`config.mk`:
```
export PLATFORM = sky130hd
export DESIGN_NAME = clk_divider_prog
export DESIGN_NICKNAME = d
export VERILOG_FILES = /design/src/rtl/clk_divider_prog.sv
export SDC_FILE = /design/constraint.sdc
export NUM_CORES = 1
export LEC_CHECK = 0
export CORE_MARGIN = 2
export CORE_UTILIZATION = 30
export CTS_CLUSTER_SIZE = 16
export DETAILED_ROUTE_END_ITERATION = 12
export PLACE_DENSITY = 0.53
export SYNTH_ARGS = -nofsm -noshare
export SYNTH_HDL_FRONTEND = slang
export SYNTH_SLANG_ARGS = --single-unit
```
`constraint.sdc`:
```
create_clock -name clk_in -period 4.8 [get_ports clk_in]
set_input_delay 0.48 -clock clk_in [delete_from_list [all_inputs] [get_ports clk_in]]
set_output_delay 0.48 -clock clk_in [all_outputs]
set_load 0.005 [all_outputs]
```
`src/rtl/clk_divider_prog.sv`:
```
// clk_divider_prog: programmable clock divider with toggle, pulse and hold-low modes.
// Configuration is staged in a shadow register and applied only at a period boundary.
module clk_divider_prog #(
  parameter int CNT_WIDTH   = 16,
  parameter int DEFAULT_DIV = 50
) (
  input  logic                 clk_in,
  input  logic                 reset_n,
  input  logic                 enable,
  input  logic [CNT_WIDTH-1:0] div_value,
  input  logic [1:0]           mode_sel,
  input  logic                 div_load,
  output logic                 clk_out,
  output logic                 tick,
  output logic                 div_pending,
  output logic                 div_err
);
  localparam logic [1:0] M_TOGGLE = 2'b00;
  localparam logic [1:0] M_PULSE  = 2'b01;
  localparam logic [1:0] M_HOLD   = 2'b10;
  localparam logic [CNT_WIDTH-1:0] DEF_DIV = CNT_WIDTH'(DEFAULT_DIV);
  localparam logic [CNT_WIDTH-1:0] ONE     = CNT_WIDTH'(1);
  logic [CNT_WIDTH-1:0] counter, div_active, div_shadow, cnt_next;
  logic [1:0]           mode_active, mode_shadow, mode_in;
  logic                 terminal, apply, mode_change, run_out, clk_next;
  logic                 load_ok, load_err;
  always_comb begin
    terminal    = enable && (counter >= div_active - ONE);
    apply       = div_pending && (terminal || !enable);
    mode_change = mode_shadow != mode_active;
    // the old mode still decides the edge that closes the current period
    run_out     = (mode_active == M_TOGGLE) ? (clk_out ^ terminal) :
                  (mode_active == M_PULSE)  ? terminal : 1'b0;
    clk_next    = !enable ? (apply ? 1'b0 : clk_out) :
                  (apply && mode_change) ? 1'b0 : run_out;
    cnt_next    = (terminal || apply) ? '0 : enable ? counter + ONE : counter;
    load_ok     = div_load && (div_value != '0);
    load_err    = div_load && (div_value == '0);
    mode_in     = (mode_sel == 2'b11) ? M_TOGGLE : mode_sel;
  end
  always_ff @(posedge clk_in or negedge reset_n) begin
    if (!reset_n) begin
      counter     <= '0;
      clk_out     <= 1'b0;
      tick        <= 1'b0;
      div_err     <= 1'b0;
      div_pending <= 1'b0;
      div_active  <= DEF_DIV;
      div_shadow  <= DEF_DIV;
      mode_active <= M_TOGGLE;
      mode_shadow <= M_TOGGLE;
    end else begin
      counter <= cnt_next;
      clk_out <= clk_next;
      tick    <= clk_next && !clk_out;
      div_err <= load_err;
      if (apply) begin
        div_active  <= div_shadow;
        mode_active <= mode_shadow;
      end
      // a load in the apply cycle re-arms pending with the new values
      if (load_ok) begin
        div_shadow  <= div_value;
        mode_shadow <= mode_in;
      end
      div_pending <= load_ok ? 1'b1 : apply ? 1'b0 : div_pending;
    end
  end
  logic unused_hold;
  assign unused_hold = (M_HOLD == 2'b10);
endmodule

```
Word level (Yosys, flattened, before mapping)
Index checks and enable logic that the tools add are counted.
W data, S select, Z words.
- magnitude comparators: 1
- add/sub/neg operators: 2
- shift operators: 0
- multipliers: 0
- equality and inequality tests: 3
- bitwise gates (word level): 1
- div/mod/pow operators: 0
- mux-type cells: 10
- reductions and logical operators: 15
- operator list (kind ; count):
    $mux W16 ; 2
    $add A16 B1 Y16 const B ; 1
    $ge A16 B16 Y1 ; 1
    $logic_not A16 Y1 ; 1
    $reduce_bool A16 Y1 ; 1
    $sub A16 B1 Y16 const B ; 1
    $mux W1 ; 7
    $logic_and A1 B1 Y1 ; 6
    $reduce_bool A2 Y1 ; 2
    $eq A2 B1 Y1 const B ; 1
    $eq A2 B2 Y1 const B ; 1
    $logic_not A1 Y1 ; 2
    $logic_not A2 Y1 ; 1
    $logic_or A1 B1 Y1 ; 2
    $mux W2 ; 1
    $ne A2 B2 Y1 ; 1
    $xor A1 B1 Y1 ; 1
- input bits: 22
- bits in latches: 0
- ROM bits: 0
- RAM bits: 0
- output and inout bits: 4
- flip-flop bits (word level): 56
- memories kept: 0
- word-level logic and storage cells: 41

Longest topological paths before layout
Gate-level depths: netlist of run 1.
- depth in word-level cells: 9
- mapped depth: 15
- depth with buffers taken out: 13

Worst setup path before layout of run 1
No wires, ideal clock.
- path kind: register -> register
- start point: register div_active[3]
- end point: register div_active[10]
- setup time: 0.125 ns
- path buffers: 2
- arrival time: 3.707 ns
- period minus slack after synthesis: 3.832 ns
- path slack: 0.968 ns
- required time: 4.675 ns
- stages on the path, launching flop included: 15
- cell sequence: dfrtp_1 -> nor4_1 -> nand2_1 -> nor4_1 -> or3b_2 -> xor2_1 -> ha_1 -> nand4_1 -> a211oi_1 -> or4b_1 -> and4_4 -> nor2b_4 -> buf_6 -> buf_12 -> mux2_4
- cells in the longest elaborated chain, start to end: 5
- RTL lines (item ; line ; source):
    from (decl) ; 23 ; logic [CNT_WIDTH-1:0] counter, div_active, div_shadow, cnt_next;
    from (signal assigned) ; 58 ; div_active <= div_shadow;
    $sub A16 B1 Y16 ; 28 ; terminal = enable && (counter >= div_active - ONE);
    $ge A16 B16 Y1 ; 28 ;
    $logic_and A1 B1 Y1 ; 28 ;
    $logic_or A1 B1 Y1 ; 29 ; apply = div_pending && (terminal || !enable);
    $logic_and A1 B1 Y1 ; 29 ;
Every way passes these cells.
A chain may end at the register's enable or synchronous reset.

Final worst setup path of run 1
- start point: register div_active[3]
- end point: register div_active[13]
Same word-level chain as after synthesis.

==> out/qor.txt, run 1 <==
proportion of synthesized chip area in sequential cells: 45.9%
placeable core area: 0.00986 mm2
capture point of the worst path: div_active[13]
Mapped Area: 0.00307 mm2
peak supply drop: 0.135 mV
critical path launch point type: register
final non-filler cell area: 0.00353 mm2
number of iterations in the first detailed-routing pass: 4
sum of negative setup slack: 0 ns
first-pass GRT wire length: 10.0 mm
unrepaired setup endpoints after global routing: no
number of setup buffers added after CTS: 0
total congestion overflow: 0
number of slew-limit violations in the final report: 0
final standard cell utilization of the core: 35.8%
instance area at placement: 0.00344 mm2
Area Overhead vs Synth: 15.0%
clock buffer count from CTS: 5
number of H-tree levels: 2
Top FF cell, synth: sky130_fd_sc_hd__dfrtp_1
final layout net count: 341
DRC errors left: 0
arithmetic-cell share of the synthesized area counting full adders, half adders and majority gates: 7.33%
achievable frequency: 232 MHz
ANT nets after route: 0
number of I/O port buffers: 25
power per unit of standard cell area: 304 mW/mm2
class of the most critical hold timing path: input pin to async pin
hold buffer count at cts: 0
clock root buffer: sky130_fd_sc_hd__clkbuf_8
# diodes: 0
Worst setup startpoint: div_active[3]
syn nets: 315
Final Critical Period: 4.32 ns
clock tree from TritonCTS: built
worst relative slew slack: 40.0%
starting density of the core: 31.1%
Clk pin slew, worst setup/hold paths: 0.11 ns
number of antenna violations at the first check in global routing: 0
Worst R2R End: div_active[13]
CP Class: register to register
count of final setup violators: 0
total design power: 1.07 mW
crit path capture type: register
Synth Area in Compound Gates: 8.76%
Post-synth EDFFs: 0
Resized Gates After CTS: 0
worst setup slack for register-to-register paths: 0.48 ns
worst flop-to-flop path startpoint: div_active[3]
transition time at the pin with the least slew margin: 0.896 ns
final weighted congestion in routability-driven placement: 0.728
Setup Skew: 0.00884 ns
count of warnings emitted by yosys: 0
Pleak: 1.48 nW
Async SR Flop Fraction: 100%
number of instances in the synthesized netlist: 275
FF-to-FF path depth: 13
count of unique library cells instantiated by Yosys: 43
pin count of the biggest net entering global routing: 57
share of the clock period used by the worst path: 90.0%
number of placement rows: 36
IO Count: 26
maxcap violations: 0
Die Area: 0.0111 mm2
DRC violation total after the first TritonRoute iteration: 64
number of global-route vias before repair: 2047
largest family of logic cells by synthesized area: multiplexers
Die Ht: 105 um
final wirelength: 5.75 mm
outcome: finished, final reports clean
latest clock arrival within the worst-skew pair: 0.31 ns
Bufs on Longest Clock Path: 2
Synth Area in Simple Gates: 15.1%
setup slack at placement: 0.468 ns
total number of vias: 2108
Worst Path Required: 5.00 ns
maximum fanout count along the critical path: 30
Die Width: 105 um
Sink Count: 56
mean area per synthesized cell: 11.2 um2
multiplexer area fraction after synthesis: 15.2%
total count of hold-check failures in the final report: 0
ratio of routed vias to standard cells: 4.85
layout cells sized above 1: 17.9%
count of state elements after synthesis: 56
placed wire-length estimate after detailed placement: 4.29 mm
Worst Setup Slack, final: 0.481 ns
post-DR wirelength/cell: 13.2 um
xor and xnor area share after synthesis: 4.56%
GRT Util Overall: 11.0%
arrival time at the worst endpoint: 4.52 ns
cell usage after synthesis (all sizes together) (5+ instances only):
cell type,count,area [um2]
dfrtp,50,1250
mux2,34,417
nand2,20,75.1
ha,18,225
nor2,12,45.0
a21oi,11,55.1
inv,11,41.3
nand3,10,50.1
o21ai,9,45.0
xnor2,9,78.8
xor2,7,61.3
dfstp,6,158
nand3b,6,45.0
nor3,6,30.0
nor4,6,37.5
a31oi,5,31.3
and3,5,31.3
mux2i,5,50.1
stage by stage:
| step | hold slack (ns) | cells |
|---|---|---|
| 2_1_floorplan | 0.184 | 275 |
| 3_3_place_gp | 0.479 | 427 |
| 3_5_place_dp | 0.483 | 427 |
| 4_1_cts | 0.322 | 435 |
| 5_1_grt | 0.357 | 435 |
| 6_report | 0.297 | 435 |
flip-flops by register name (all words and copies together), names as in the netlist:
| signal | cells |
|---|---|
| div_pending | 1 |
| counter | 16 |
| div_err | 1 |
| clk_out | 1 |
| mode_shadow | 2 |
| div_active | 16 |
| div_shadow | 16 |
| mode_active | 2 |
| tick | 1 |
layout by cell type (no fill, tap or decap), drive strengths merged, types with 7 or more instances in the layout:
cell and count:
nand2 20, dfrtp 50, xnor2 9, a21oi 11, inv 12, xor2 7, mux2 34, clkdlybuf4s50 24
ha 18, nor2 12, o21ai 9, nand3 10
cell type report:
cell class | count | area [um2]
fill | 1017 | 6330
timing repair buffer | 27 | 260
multi-input combinational | 200 | 1570
clock buffer | 5 | 68.8
tap | 133 | 166
sequential | 56 | 1410
clock inverter | 3 | 22.5
inverter | 11 | 41.3
layer usage:
layer	GRT usage [%]	wire (um)
met4	3.14	68
met1	15.8	2900
met5	0	0
met2	16.5	2590
met3	2.56	185
cells by family after synthesis:
kind of cell / count (synthesis)
AOI/OAI and AO/OA: 42
xor gates and xnor gates: 16
adders and majority gates: 18
buffers and inverters: 19
DFF: 56
muxes: 39
and+or+nand+nor: 85
worst max-delay path, cell delays in order (launching register included):
cell and delay, ns:
sky130_fd_sc_hd__dfrtp_1 0.42, sky130_fd_sc_hd__nor4_1 0.33, sky130_fd_sc_hd__nand2_1 0.15, sky130_fd_sc_hd__nor4_1 0.40, sky130_fd_sc_hd__or3b_2 0.50, sky130_fd_sc_hd__xor2_1 0.16, sky130_fd_sc_hd__ha_1 0.32, sky130_fd_sc_hd__nand4_1 0.14
sky130_fd_sc_hd__a211oi_1 0.19, sky130_fd_sc_hd__or4b_1 0.48, sky130_fd_sc_hd__and4_4 0.33, sky130_fd_sc_hd__nor2b_4 0.13, sky130_fd_sc_hd__buf_4 0.28, sky130_fd_sc_hd__mux2_2 0.37
how the worst min path moves through the flow:
stage | start | endpoint | slack, ns | cells after the start
6_report | reset_n | counter[14] | 0.30 | 2
5_1_grt | reset_n | counter[14] | 0.36 | 2
4_1_cts | reset_n | counter[12] | 0.32 | 2
3_5_place_dp | clk_out | tick | 0.48 | 1
3_3_place_gp | clk_out | tick | 0.48 | 1
2_1_floorplan | reset_n | clk_out | 0.18 | 0
power breakdown:
| group | leakage (nW) | internal (mW) | switching [mW] | total [mW] |
|---|---|---|---|---|
| Sequential | 0.693 | 0.530 | 0.0562 | 0.586 |
| Clock | 0.0485 | 0.105 | 0.161 | 0.266 |
| Combinational | 0.740 | 0.123 | 0.0975 | 0.221 |
Power figures use the tool's default switching activity.
==> inputs of run 2 (changes only) <==
Settings changed: PLACE_DENSITY 0.53 to unset, RECOVER_POWER set to 100, SLEW_MARGIN set to 0.
==> run 2 against run 1 <==
Net effect: the flow now finishes with violations (max-capacitance violations, max-slew violations); worst setup slack better by 0.065 ns; register-to-register slack improved by 0.06 ns; non-clock buffer count unchanged; count of clock-buffer cells in the layout increased by 1; routed wire length fell by 1.4%; largest cell class unchanged.
==> out/qor.txt, run 2 (same netlist as run 1, synthesis figures left out) <==
outcome: finished, violations left (was finished, final reports clean)
violated checks: max-capacitance violations, max-slew violations
number of I/O port buffers: 25 (unchanged)
transition time at the pin with the least slew margin: 2.93 ns (was 0.896 ns)
clock tree from TritonCTS: built (unchanged)
total met3 wirelength after detailed routing: 146 um (was 185 um)
number of placement rows: 36 (unchanged)
worst relative slew slack: -95.3% (was 40.0%)
class of the most critical hold timing path: register to register (was input pin to async pin)
number of setup buffers added after CTS: 0 (unchanged)
DRC errors left: 0 (unchanged)
highest routed metal layer: met4 (unchanged)
routed metal-1 wire length: 2.87 mm (was 2.90 mm)
post-DR wirelength/cell: 13.0 um (was 13.2 um)
count of final setup violators: 0 (unchanged)
achievable frequency: 235 MHz (was 232 MHz)
Die Width: 105 um (unchanged)
critical path launch point type: register (unchanged)
Bufs on Longest Clock Path: 2 (unchanged)
total congestion overflow: 0 (unchanged)
arrival time at the worst endpoint: 4.46 ns (was 4.52 ns)
Worst Path Required: 5.00 ns (about the same)
Sink Count: 56 (unchanged)
number of H-tree levels: 2 (unchanged)
Die Area: 0.0111 mm2 (unchanged)
cell count after placement: 427 (unchanged)
number of global-route vias before repair: 2079 (was 2047)
Pleak: 1.47 nW (was 1.48 nW)
total number of vias: 2132 (was 2108)
sum of negative setup slack: 0 ns (unchanged)
Final Non-Filler Cells: 435 (unchanged)
final weighted congestion in routability-driven placement: 0.730 (was 0.728)
clock buffer count from CTS: 5 (unchanged)
met2 routed WL: 2.56 mm (was 2.59 mm)
total count of hold-check failures in the final report: 0 (unchanged)
Setup Skew: 0.00501 ns (was 0.00884 ns)
placeable core area: 0.00986 mm2 (unchanged)
final non-filler cell area: 0.00354 mm2 (was 0.00353 mm2)
placed wire-length estimate after detailed placement: 4.23 mm (was 4.29 mm)
number of antenna violations at the first check in global routing: 0 (unchanged)
IO Count: 26 (unchanged)
Final Critical Period: 4.25 ns (was 4.32 ns)
Die Ht: 105 um (unchanged)
starting density of the core: 31.1% (unchanged)
Area Overhead vs Synth: 15.2% (was 15.0%)
power per unit of standard cell area: 328 mW/mm2 (was 304 mW/mm2)
unrepaired setup endpoints after global routing: no (unchanged)
number of filler instances in the final layout: 990 (was 1017)
number of slew-limit violations in the final report: 57 (was 0)
latest clock arrival within the worst-skew pair: 0.31 ns (about the same)
highest-count cells in the layout ignoring fill and taps: sky130_fd_sc_hd__dfrtp_1 (50), sky130_fd_sc_hd__mux2_2 (25), sky130_fd_sc_hd__nand2_1 (20) (was sky130_fd_sc_hd__dfrtp_1 (50), sky130_fd_sc_hd__mux2_2 (25), sky130_fd_sc_hd__clkdlybuf4s50_1 (24))
commonest non-fill, non-tap cell in the layout: sky130_fd_sc_hd__dfrtp_1 (unchanged)
Clk pin slew, worst setup/hold paths: 0.10 ns (was 0.11 ns)
clock root buffer: sky130_fd_sc_hd__clkbuf_8 (unchanged)
first-pass GRT wire length: 9.84 mm (was 10.0 mm)
Largest regs: counter x16, div_active x16, div_shadow x16 (unchanged)
CP Class: register to register (unchanged)
number of iterations in the first detailed-routing pass: 4 (unchanged)
DRC violation total after the first TritonRoute iteration: 71 (was 64)
peak supply drop: 0.136 mV (was 0.135 mV)
share of the clock period used by the worst path: 88.6% (was 90.0%)
ANT nets after route: 0 (unchanged)
# diodes: 0 (unchanged)
final wirelength: 5.67 mm (was 5.75 mm)
final layout net count: 341 (unchanged)
maximum fanout count along the critical path: 30 (unchanged)
maxcap violations: 1 (was 0)
hold buffer count at cts: 0 (unchanged)
instance area at placement: 0.00344 mm2 (unchanged)
GRT Util Overall: 10.7% (was 11.0%)
Resized Gates After CTS: 0 (unchanged)
crit path capture type: register (unchanged)
ratio of routed vias to standard cells: 4.90 (was 4.85)
pin count of the biggest net entering global routing: 57 (unchanged)
layout cells sized above 1: 14.2% (was 17.9%)
## run 2: final timing paths
check                         startpoint        endpoint  slack, ns  depth (start not counted)
hold reg to reg                  clk_out            tick       0.50                          1
hold / removal                   clk_out            tick       0.50                          1
setup reg to reg           div_active[3]  div_active[11]       0.55                         13
setup / recovery           div_active[3]  div_active[11]       0.55                         13
max in group asynchronous        reset_n      counter[9]       1.94                          2
min in group asynchronous        reset_n      counter[5]       1.21                          2
## run 2: where the power goes
group,internal (mW),switching (mW)
Combinational,0.110,0.0972
Sequential,0.530,0.0546
Clock,0.209,0.159
Total,0.849,0.311
## run 2: cell type report
class / count / area [um2] / share of cell area (%)
Multi-Input combinational cell: 200 / 1530 / 43.3
Sequential cell: 56 / 1410 / 39.8
Timing Repair Buffer: 27 / 256 / 7.25
Tap cell: 133 / 166 / 4.70
Clock buffer: 6 / 72.6 / 2.05
Clock inverter: 2 / 60.1 / 1.70
Inverter: 11 / 41.3 / 1.17
## run 2: layer usage
metal | global-route usage, % | up-vias
met5 | 0 | -
met4 | 3.90 | 0
met3 | 1.37 | 7
met2 | 17.1 | 30
met1 | 14.9 | 1042
li1 | - | 1053
## run 2: through the flow
stage | hold WS, ns | util [%] | power [mW] | setup WS [ns]
global route | 0.527 | 35.9 | 1.22 | 0.219
CTS | 0.332 | 36.2 | 1.19 | 0.477
global placement | 0.481 | 34.9 | 0.812 | 0.597
detailed placement | 0.494 | 34.9 | 0.820 | 0.492
floorplan | 0.184 | - | 0.745 | 0.968
finish | 0.501 | 35.9 | 1.16 | 0.545
## run 2: worst max-delay path, cell delays in order, from the launching register on
cell	delay (ns)
sky130_fd_sc_hd__dfrtp_1	0.43
sky130_fd_sc_hd__nor4_1	0.35
sky130_fd_sc_hd__nand2_1	0.15
sky130_fd_sc_hd__nor4_1	0.39
sky130_fd_sc_hd__or3b_2	0.50
sky130_fd_sc_hd__xor2_1	0.16
sky130_fd_sc_hd__ha_1	0.31
sky130_fd_sc_hd__nand4_1	0.15
sky130_fd_sc_hd__a211oi_1	0.18
sky130_fd_sc_hd__or4b_1	0.47
sky130_fd_sc_hd__and4_4	0.32
sky130_fd_sc_hd__nor2b_4	0.13
sky130_fd_sc_hd__buf_4	0.25
sky130_fd_sc_hd__mux2_2	0.37
